===== config.mk =====
export PLATFORM = sky130hd
export DESIGN_NAME = rr_grant_selector
export DESIGN_NICKNAME = d
export VERILOG_FILES = /design/src/rtl/rr_grant_selector.sv
export SDC_FILE = /design/constraint.sdc
export NUM_CORES = 1
export LEC_CHECK = 0
export CORE_MARGIN = 5
export CORE_UTILIZATION = 25
export DETAILED_ROUTE_END_ITERATION = 16
export GPL_TIMING_DRIVEN = 1
export PLACE_DENSITY = 0.42
export SETUP_SLACK_MARGIN = 0.2
export SLEW_MARGIN = 20
export SYNTH_ARGS = -nofsm -noshare
export SYNTH_HDL_FRONTEND = slang
export SYNTH_SLANG_ARGS = --single-unit

===== constraint.sdc =====
create_clock -name clk -period 10.35 [get_ports clk]
set_clock_uncertainty 0.2 [all_clocks]
set_input_delay 3.105 -clock clk [delete_from_list [all_inputs] [get_ports clk]]
set_output_delay 3.105 -clock clk [all_outputs]
set_load 0.02 [all_outputs]

===== src/rtl/rr_grant_selector.sv =====
// Round-robin multi-grant selector: accumulates per-slot requests and issues up to
// GRANT_NUM grants per cycle through a registered, back-pressured output stage.
module rr_grant_selector #(
    parameter int ITEM_NUM  = 8,
    parameter int GRANT_NUM = 2,
    localparam int IDW      = ($clog2(ITEM_NUM) > 0) ? $clog2(ITEM_NUM) : 1,
    localparam int CNTW     = $clog2(ITEM_NUM) + 1
) (
    input  logic                 clk,
    input  logic                 rst,
    input  logic                 flush,
    input  logic                 req_valid,
    input  logic [ITEM_NUM-1:0]  req_mask,
    input  logic                 out_ready,
    output logic [GRANT_NUM-1:0] out_valid,
    output logic [IDW-1:0]       out_id [0:GRANT_NUM-1],
    output logic [CNTW-1:0]      pending_count,
    output logic [IDW-1:0]       start_pos
);

    localparam int unsigned NI = ITEM_NUM;
    localparam int unsigned NG = GRANT_NUM;

    logic [ITEM_NUM-1:0]  pending;
    logic [ITEM_NUM-1:0]  cand_mask;
    logic [ITEM_NUM-1:0]  sel_mask;
    logic [GRANT_NUM-1:0] cand_valid;
    logic [IDW-1:0]       cand_id [0:GRANT_NUM-1];
    logic [IDW-1:0]       last_id;
    logic [IDW-1:0]       idx;
    int unsigned          cand_cnt;
    logic                 load;

    // Scan slots starting at start_pos; ITEM_NUM is a power of two so the
    // IDW-bit add wraps exactly at ITEM_NUM.
    always_comb begin
        cand_valid = '0;
        cand_mask  = '0;
        last_id    = start_pos;
        cand_cnt   = 0;
        idx        = '0;
        for (int unsigned g = 0; g < NG; g++) begin
            cand_id[g] = '0;
        end
        for (int unsigned i = 0; i < NI; i++) begin
            idx = start_pos + IDW'(i);
            if (pending[idx] && (cand_cnt < NG)) begin
                for (int unsigned g = 0; g < NG; g++) begin
                    if (g == cand_cnt) begin
                        cand_valid[g] = 1'b1;
                        cand_id[g]    = idx;
                    end
                end
                cand_mask[idx] = 1'b1;
                last_id        = idx;
                cand_cnt       = cand_cnt + 1;
            end
        end
    end

    always_comb begin
        load     = (out_valid == '0) || out_ready;
        sel_mask = load ? cand_mask : '0;
    end

    assign pending_count = CNTW'($countones(pending));

    always_ff @(posedge clk) begin
        if (rst) begin
            pending   <= '0;
            start_pos <= '0;
            out_valid <= '0;
            for (int unsigned g = 0; g < NG; g++) begin
                out_id[g] <= '0;
            end
        end else if (flush) begin
            pending   <= '0;
            out_valid <= '0;
        end else begin
            // A same-cycle request re-sets a bit being cleared by selection.
            pending <= (pending & ~sel_mask) | (req_valid ? req_mask : '0);
            if (load) begin
                out_valid <= cand_valid;
                for (int unsigned g = 0; g < NG; g++) begin
                    out_id[g] <= cand_id[g];
                end
                if (cand_valid[0]) begin
                    start_pos <= last_id + 1'b1;
                end
            end
        end
    end

endmodule


# Word level (Yosys, flattened, before mapping)
# Cells that the tools add are included.
# classes
add_sub_neg	21
reduce_logical	27
order_cmp	23
n_mux	100
eq_ne	7
bitwise	11
# op_table
operator	n
== test 1 x 32 -> 1 bit (first input constant)	7
zero test 32 bit	7
< comparator 32 x 2 -> 1 bit (second input constant)	7
adder 32 x 1 -> 32 bit (second input constant)	6
two-way mux 32 bit	6
two-way mux 8 bit	10
two-way mux 3 bit	22
bitwise OR 8 bit	8
two-way mux 6 bit	7
< comparator 3 x 4 -> 1 bit (second input constant)	8
two-way mux 1 bit	32
binary-select mux 1 bit (select 3 bit)	8
demux 1 bit (select 3 bit)	8
>= comparator 3 x 1 -> 1 bit (second input constant)	8
logical AND 1 bit	15
two-way mux 2 bit	7
adder 3 bit (second input constant)	4
adder 1 x 1 -> 2 bit	4
AND 8 bit	1
inverter 8 bit	1
adder 2 x 2 -> 3 bit	2
adder 3 x 1 -> 3 bit (second input constant)	2
adder 3 x 2 -> 3 bit (second input constant)	2
adder 3 x 3 -> 4 bit	1
6 further kinds	6
# totals
inputBits	13
regBits	19
elab_cells	194
out_inout_bits	15

# Logic depth before layout (Yosys ltp)
# Gate-level depths: netlist of the first run.
# depth
depth_word	28
depth_mapped	36
mapped_depth_nobuf	31

# Worst setup path after synthesis of the first run
# OpenSTA, ideal clock, no wires.
# synth_path
path_kind	register -> register
start	reg start_pos[0]
end	reg start_pos[2]
path_buffers	6
stages_incl_launch_ff	33
synth_period_minus_slack_ns	8.118
required_time_ns	10.064
arrival_time_ns	7.833
setup_slack_ns	2.232
setup_time_ns	0.086
path_cell_list	dfxtp_1 -> buf_4 -> buf_2 -> inv_1 -> clkbuf_1 -> ha_1 -> buf_2 -> mux4_2 -> mux2i_1 -> inv_1 -> ha_1 -> clkbuf_1 -> nor3_1 -> xnor2_1 -> ha_1 -> nor3b_1 -> nand3_2 -> a21oi_2 -> xnor2_1 -> ha_1 -> a31o_2 -> ha_1 -> nor2_1 -> o21bai_1 -> a21oi_1 -> buf_2 -> o311a_1 -> ha_1 -> or2_2 -> a21boi_0 -> a31o_2 -> nor3b_1 -> a211oi_1
# synth_via
elab_chain_cells	25
# synth_lines
element	line_no	text
start: declaration	18	output logic [IDW-1:0] start_pos
start signal: assignment	88	start_pos <= last_id + 1'b1;
binary-select mux 1 bit (select 3 bit)	47	if (pending[idx] && (cand_cnt < NG)) begin
two-way mux 1 bit (not written as such)	47	
two-way mux 1 bit	47	
< comparator 32 x 2 -> 1 bit	47	
logical AND 1 bit	47	
two-way mux 32 bit	47	
< comparator 32 x 2 -> 1 bit	47	
logical AND 1 bit	47	
[... 9 more ...]	--	
two-way mux 32 bit	47	
< comparator 32 x 2 -> 1 bit	47	
logical AND 1 bit	47	
two-way mux 32 bit	47	
< comparator 32 x 2 -> 1 bit / zero test 32 bit (equally long branches)	47, 49	
logical AND 1 bit / two-way mux 1 bit (equally long branches)	47, 49	
two-way mux 3 bit / two-way mux 2 bit (equally long branches)	47	
adder 3 x 1 -> 3 bit / AND reduction 3 bit (equally long branches)	--	
# Several ways; a longest one is shown, not always the timed one. The select of a mux whose other input is x is not followed.
# A chain may end at the register's enable or synchronous reset.

# Worst setup path after layout of the first run
# Same ends and word-level chain as after synthesis.

==> reports/results.txt, run 1 <==
status = finished clean
kind of critical path = flip-flop to flip-flop
final setup fails = 0
Vias/cell = 5.60
fillers = 1,440
hold endpoint = out_id[5]
post-synthesis cell type count = 79
first-pass GRT wire length = 19,000 um
Crit. End Element = flip-flop
antenna violations before repair = 0
Slew HR = 35.3%
hold_buf cts = 0
I/O pins = 28
vias in the first global route = 3,360
Final Hold Fails = 0
drt pass-1 iters = 5
gr ovfl total = 0
register area = 380 um^2
Worst Hold Launch = out_id[5]
dominant synthesized flop cell = dfxtp_1
Reg2Reg Launch Point = start_pos[0]
crit-path max FO = 19
CP max-delay cell = ha_1
Post-DRT Antenna Nets = 0
Initial Utilization = 25.6%
post-synthesis average cell area = 8.00 um^2
fin crit period = 9.25 ns
Syn Nets = 467
Synth Instances = 423
register-to-register setup slack = 1.10 ns
HP Class = flip-flop to flip-flop
worst stage delay on the critical path = 0.87 ns
CP most frequent cell = ha_1
crit path DAT = 9.22 ns
R2R Path End = start_pos[2]
core area = 13,200 um^2
setup TNS = 0 ns
dominant cells by area after synthesis = dfxtp_1 11%, ha_1 10%, a21oi_1 5.5%, mux2_2 5.3%, mux2i_1 5.0%
Post-CTS Setup Repair Bufs = 0
HPWL after DPL = 9110 um
final max-slew violation count = 0
total track usage = 14.6%
crit-path leading delay family = adder cells
multi-input logic area = 2790 um^2
total wire length = 11,600 um
antenna cells = 0
Ys Warns = 0
R2R depth = 27
met3 Use GR = 1.35%
Yosys top cell area share = 11.2%
Buf/Inv on CP = 2
PortBufs = 27
cts bufs inserted = 3
pin count of the biggest net entering global routing = 34
Die Span Y = 126 um
Worst Hold Depth = 2
total clock sinks = 19
Root Buffer = clkbuf_16
type of origin of the critical path = flip-flop
period utilisation layout = 89.4%
met1 global-route usage = 20.7%
GP Congestion = 0.849
post-layout net count = 481
Post-synth EDFFs = 0
routed len/inst = 18.9 um
CTS resizes = 0
met2 Resource Use GR = 23.6%
mapped cell area = 3390 um^2
Post-route DRC = 0
Die W = 126 um
asr flop ratio synth = 0%
Area Growth Syn to Fin = 14.4%
Iter 0 DRT Violations = 250
clk_lat worst skew = 0.26 ns
die area = 16,000 um^2
share of layout cells above drive strength 1 = 12.8%
MaxCap Viol Count = 0
clk slew on worst S/H paths = 0.06 ns
unrepaired setup endpoints after global routing = no
Least-Margin Pin Slew = 0.946 ns
CTS H-tree lvls = 1
CTS tree = done
Std-Cell Rows = 42
Vias = 3,426
part of the Yosys area used for sequential elements = 11.2%
cell taking the most area after synthesis = dfxtp_1
synthesized flop and latch total = 19
CP required = 10.32 ns
Max Fclk = 108 MHz
CTS Buffer Depth = 2
GRT busiest layer = met2
[per-layer routing]
layer	routed length, um	share of wire, %
met5	0	0
met1	5460	47
met2	5480	47
met3	419	3.6
met4	215	1.9
[cell usage in the layout, fill, tap and decap left out, drive strengths merged, types with 6 or more instances in the layout]
| cell | n |
|---|---|
| a211oi | 6 |
| a21oi | 39 |
| a221o | 6 |
| a221oi | 8 |
| clkdlybuf4s50 | 27 |
| dfxtp | 19 |
| ha | 27 |
| inv | 30 |
| mux2 | 18 |
| mux2i | 18 |
| mux4 | 7 |
| nand2 | 42 |
| nand2b | 6 |
| nand3 | 8 |
| nor2 | 22 |
| nor2b | 6 |
| nor3 | 11 |
| o21ai | 19 |
| o22ai | 8 |
| or2 | 8 |
[area by class of cell]
| class | count | area share, % |
|---|---|---|
| inverter | 30 | 2.91 |
| timing repair buffer | 30 | 7.56 |
| sequential | 19 | 9.82 |
| multi-input combinational | 353 | 72.0 |
| tap | 176 | 5.69 |
| clock buffer | 4 | 2.04 |
[flip-flops by register name (all words and copies together), names as in the netlist]
signal,flops
out_id,6
start_pos,3
out_valid,2
pending,8
[tightest hold or removal path: cells and delay by family (launching register included)]
family / cells / cell delay [ns]
AND/OR/NAND/NOR: 1 / 0.05
AO/OA/AOI/OAI: 1 / 0.06
flip-flops: 1 / 0.33
[synth_stat cells, types with 7 or more instances]
cell / n
inv_1: 29
mux2i_1: 17
ha_1: 27
nor3_1: 11
a21oi_1: 37
nor2_1: 22
nand3_1: 7
dfxtp_1: 19
mux2_2: 16
o21ai_0: 19
a221oi_1: 7
nand2_1: 42
clkbuf_1: 11
or2_2: 8
[logic make-up (layout without fill, tap and decap cells)]
family | Yosys count | count (layout) | share of synthesized area [%]
AO/OA/AOI/OAI | 147 | 147 | 32.4
AND/OR/NAND/NOR | 126 | 126 | 18.4
buffers and inverters | 51 | 64 | 6.43
multiplexers | 43 | 43 | 16.5
adder cells (fa/ha/maj) | 31 | 31 | 12.3
flip-flops | 19 | 19 | 11.2
XOR/XNOR | 6 | 6 | 2.66
[worst max-delay path by stage]
stage / from / end / slack [ns] / cells past startpoint
2_1_floorplan: start_pos[0] / start_pos[2] / 2.23 / 32
3_3_place_gp: start_pos[0] / start_pos[2] / 1.57 / 27
3_5_place_dp: start_pos[0] / start_pos[2] / 1.17 / 27
4_1_cts: start_pos[0] / start_pos[2] / 1.14 / 27
5_1_grt: start_pos[0] / start_pos[2] / 0.31 / 28
6_report: start_pos[0] / start_pos[2] / 1.10 / 27
[stage by stage]
step	std cells	hold WS, ns	cell area (um^2)	utilization [%]	worst slack (ns)
CTS	612	0.286	3870	29.2	1.14
global route	612	0.310	3870	29.2	0.312
global placement	608	0.256	3790	28.6	1.57
finish	612	0.276	3870	29.2	1.10
floorplan	423	0.329	3390	-	2.23
detailed placement	608	0.260	3790	28.6	1.17
Power of run 1 is not shown: default switching activity piles up to over one toggle a cycle in this logic, so the estimate is an artifact.
==> inputs of run 2 (changes only) <==
--- a/config.mk
+++ b/config.mk
@@ -9,6 +9,7 @@
 export CORE_UTILIZATION = 25
 export DETAILED_ROUTE_END_ITERATION = 16
 export GPL_TIMING_DRIVEN = 1
+export MAX_ROUTING_LAYER = met4
 export PLACE_DENSITY = 0.42
 export SETUP_SLACK_MARGIN = 0.2
 export SLEW_MARGIN = 20
==> reports/results.txt, run 2 (synthesized netlist as in run 1, its figures left out) <==
total track usage = 15.1% (+0.44 points)
Post-route DRC = 0 (unchanged)
Reg with most FFs = pending
type of origin of the critical path = flip-flop
status = finished clean
I/O pins = 28 (unchanged)
Crit. End Element = flip-flop
CTS Buffer Depth = 2 (unchanged)
Least-Margin Pin Slew = 0.970 ns (+0.0239 ns)
total wire length = 11,700 um (+0.94%)
drt pass-1 iters = 5 (unchanged)
most frequent cells in the layout = 42 x nand2_1, 37 x a21oi_1, 29 x inv_1
die area = 16,000 um^2 (unchanged)
most common cell after layout, fill and taps aside = nand2_1
antenna cells = 0 (unchanged)
Vias = 3,449 (+0.67%)
clk slew on worst S/H paths = 0.06 ns (about the same)
Post-DRT Antenna Nets = 0 (unchanged)
antenna violations before repair = 0 (unchanged)
crit path DAT = 9.26 ns (+0.04 ns)
vias in the first global route = 3,355 (-0.15%)
hold_buf cts = 0 (unchanged)
Reg2Reg Launch Point = start_pos[0]
HP Class = flip-flop to flip-flop
total clock sinks = 19 (unchanged)
CP most frequent cell = ha_1
unrepaired setup endpoints after global routing = no
CTS tree = done
cts bufs inserted = 3 (unchanged)
kind of critical path = flip-flop to flip-flop
period utilisation layout = 89.8% (+0.41 points)
CTS resizes = 0 (unchanged)
MaxCap Viol Count = 0 (unchanged)
pin count of the biggest net entering global routing = 34 (unchanged)
Area Growth Syn to Fin = 14.4% (unchanged)
final max-slew violation count = 0 (unchanged)
register-to-register setup slack = 1.05 ns (-0.04 ns)
final setup fails = 0 (unchanged)
Worst Hold Launch = out_id[5]
Die W = 126 um (unchanged)
Initial Utilization = 25.6% (unchanged)
Worst Hold Depth = 2 (unchanged)
CTS H-tree lvls = 1 (unchanged)
core area = 13,200 um^2 (unchanged)
crit-path max FO = 19 (unchanged)
Root Buffer = clkbuf_16
worst stage delay on the critical path = 0.88 ns (about the same)
R2R Path End = start_pos[2]
fin crit period = 9.30 ns (+0.0428 ns)
first-pass GRT wire length = 19,100 um (about the same)
Max Fclk = 108 MHz (-0.46%)
register area = 380 um^2 (unchanged)
CP required = 10.32 ns (about the same)
Iter 0 DRT Violations = 287 (+15%)
Die Span Y = 126 um (unchanged)
GP Congestion = 0.863 (+1.6%)
Largest regs = pending: 8 flops, out_id: 6 flops, start_pos: 3 flops
Vias/cell = 5.64 (+0.67%)
routed len/inst = 19.1 um (+0.94%)
clk_lat worst skew = 0.26 ns (about the same)
Slew HR = 33.6% (-1.6 points)
share of layout cells above drive strength 1 = 12.8% (unchanged)
fillers = 1,440 (unchanged)
R2R depth = 27 (unchanged)
Std-Cell Rows = 42 (unchanged)
HPWL after DPL = 9110 um (unchanged)
hold endpoint = out_id[5]
post-layout net count = 481 (unchanged)
Final Hold Fails = 0 (unchanged)
CP max-delay cell = ha_1
multi-input logic area = 2790 um^2 (unchanged)
Post-CTS Setup Repair Bufs = 0 (unchanged)
gr ovfl total = 0 (unchanged)
max FFs per register = 8 (unchanged)
setup TNS = 0 ns (unchanged)
PortBufs = 27 (unchanged)
-- run 2: worst max path at each step --
stage,slack [ns],depth (start not counted),startpoint,end
3_3_place_gp,1.57,27,start_pos[0],start_pos[2]
5_1_grt,0.32,28,start_pos[0],start_pos[2]
2_1_floorplan,2.23,32,start_pos[0],start_pos[2]
3_5_place_dp,1.17,27,start_pos[0],start_pos[2]
6_report,1.05,27,start_pos[0],start_pos[2]
4_1_cts,1.14,27,start_pos[0],start_pos[2]
-- run 2: layout make-up --
cell class | count | share of cell area, %
clock buffers | 4 | 2.04
inverters | 30 | 2.91
multi-input cells | 353 | 72.0
flip-flops and latches | 19 | 9.82
well taps | 176 | 5.69
repair buffers | 30 | 7.56
-- run 2: stage by stage --
stage | utilization (%) | area, um^2 | std cells | hold slack, ns | worst slack (ns)
after CTS | 29.2 | 3870 | 612 | 0.286 | 1.14
after global placement | 28.6 | 3790 | 608 | 0.256 | 1.57
after detailed placement | 28.6 | 3790 | 608 | 0.260 | 1.17
final | 29.2 | 3870 | 612 | 0.276 | 1.05
after global routing | 29.2 | 3870 | 612 | 0.310 | 0.317
after floorplan | - | 3390 | 423 | 0.329 | 2.23
-- run 2: layer usage --
| layer | up-vias | global-route usage (%) | share of wire, % |
|---|---|---|---|
| li1 | 1648 | - | - |
| met5 | - | - | 0 |
| met4 | 0 | 4.42 | 2.2 |
| met1 | 1671 | 20.7 | 48 |
| met2 | 112 | 23.7 | 46 |
| met3 | 18 | 1.26 | 3.3 |
-- run 2: critical path, delay by kind of cell (launching register included) --
kind	cells	cell delay (ns)
flops	1	0.33
compound gates	9	2.34
mux	2	1.13
fa+ha+maj	6	2.46
simple gates	6	1.73
xor+xnor	2	0.43
buf+inv	2	0.55
Power of run 2 is left out for the same reason.
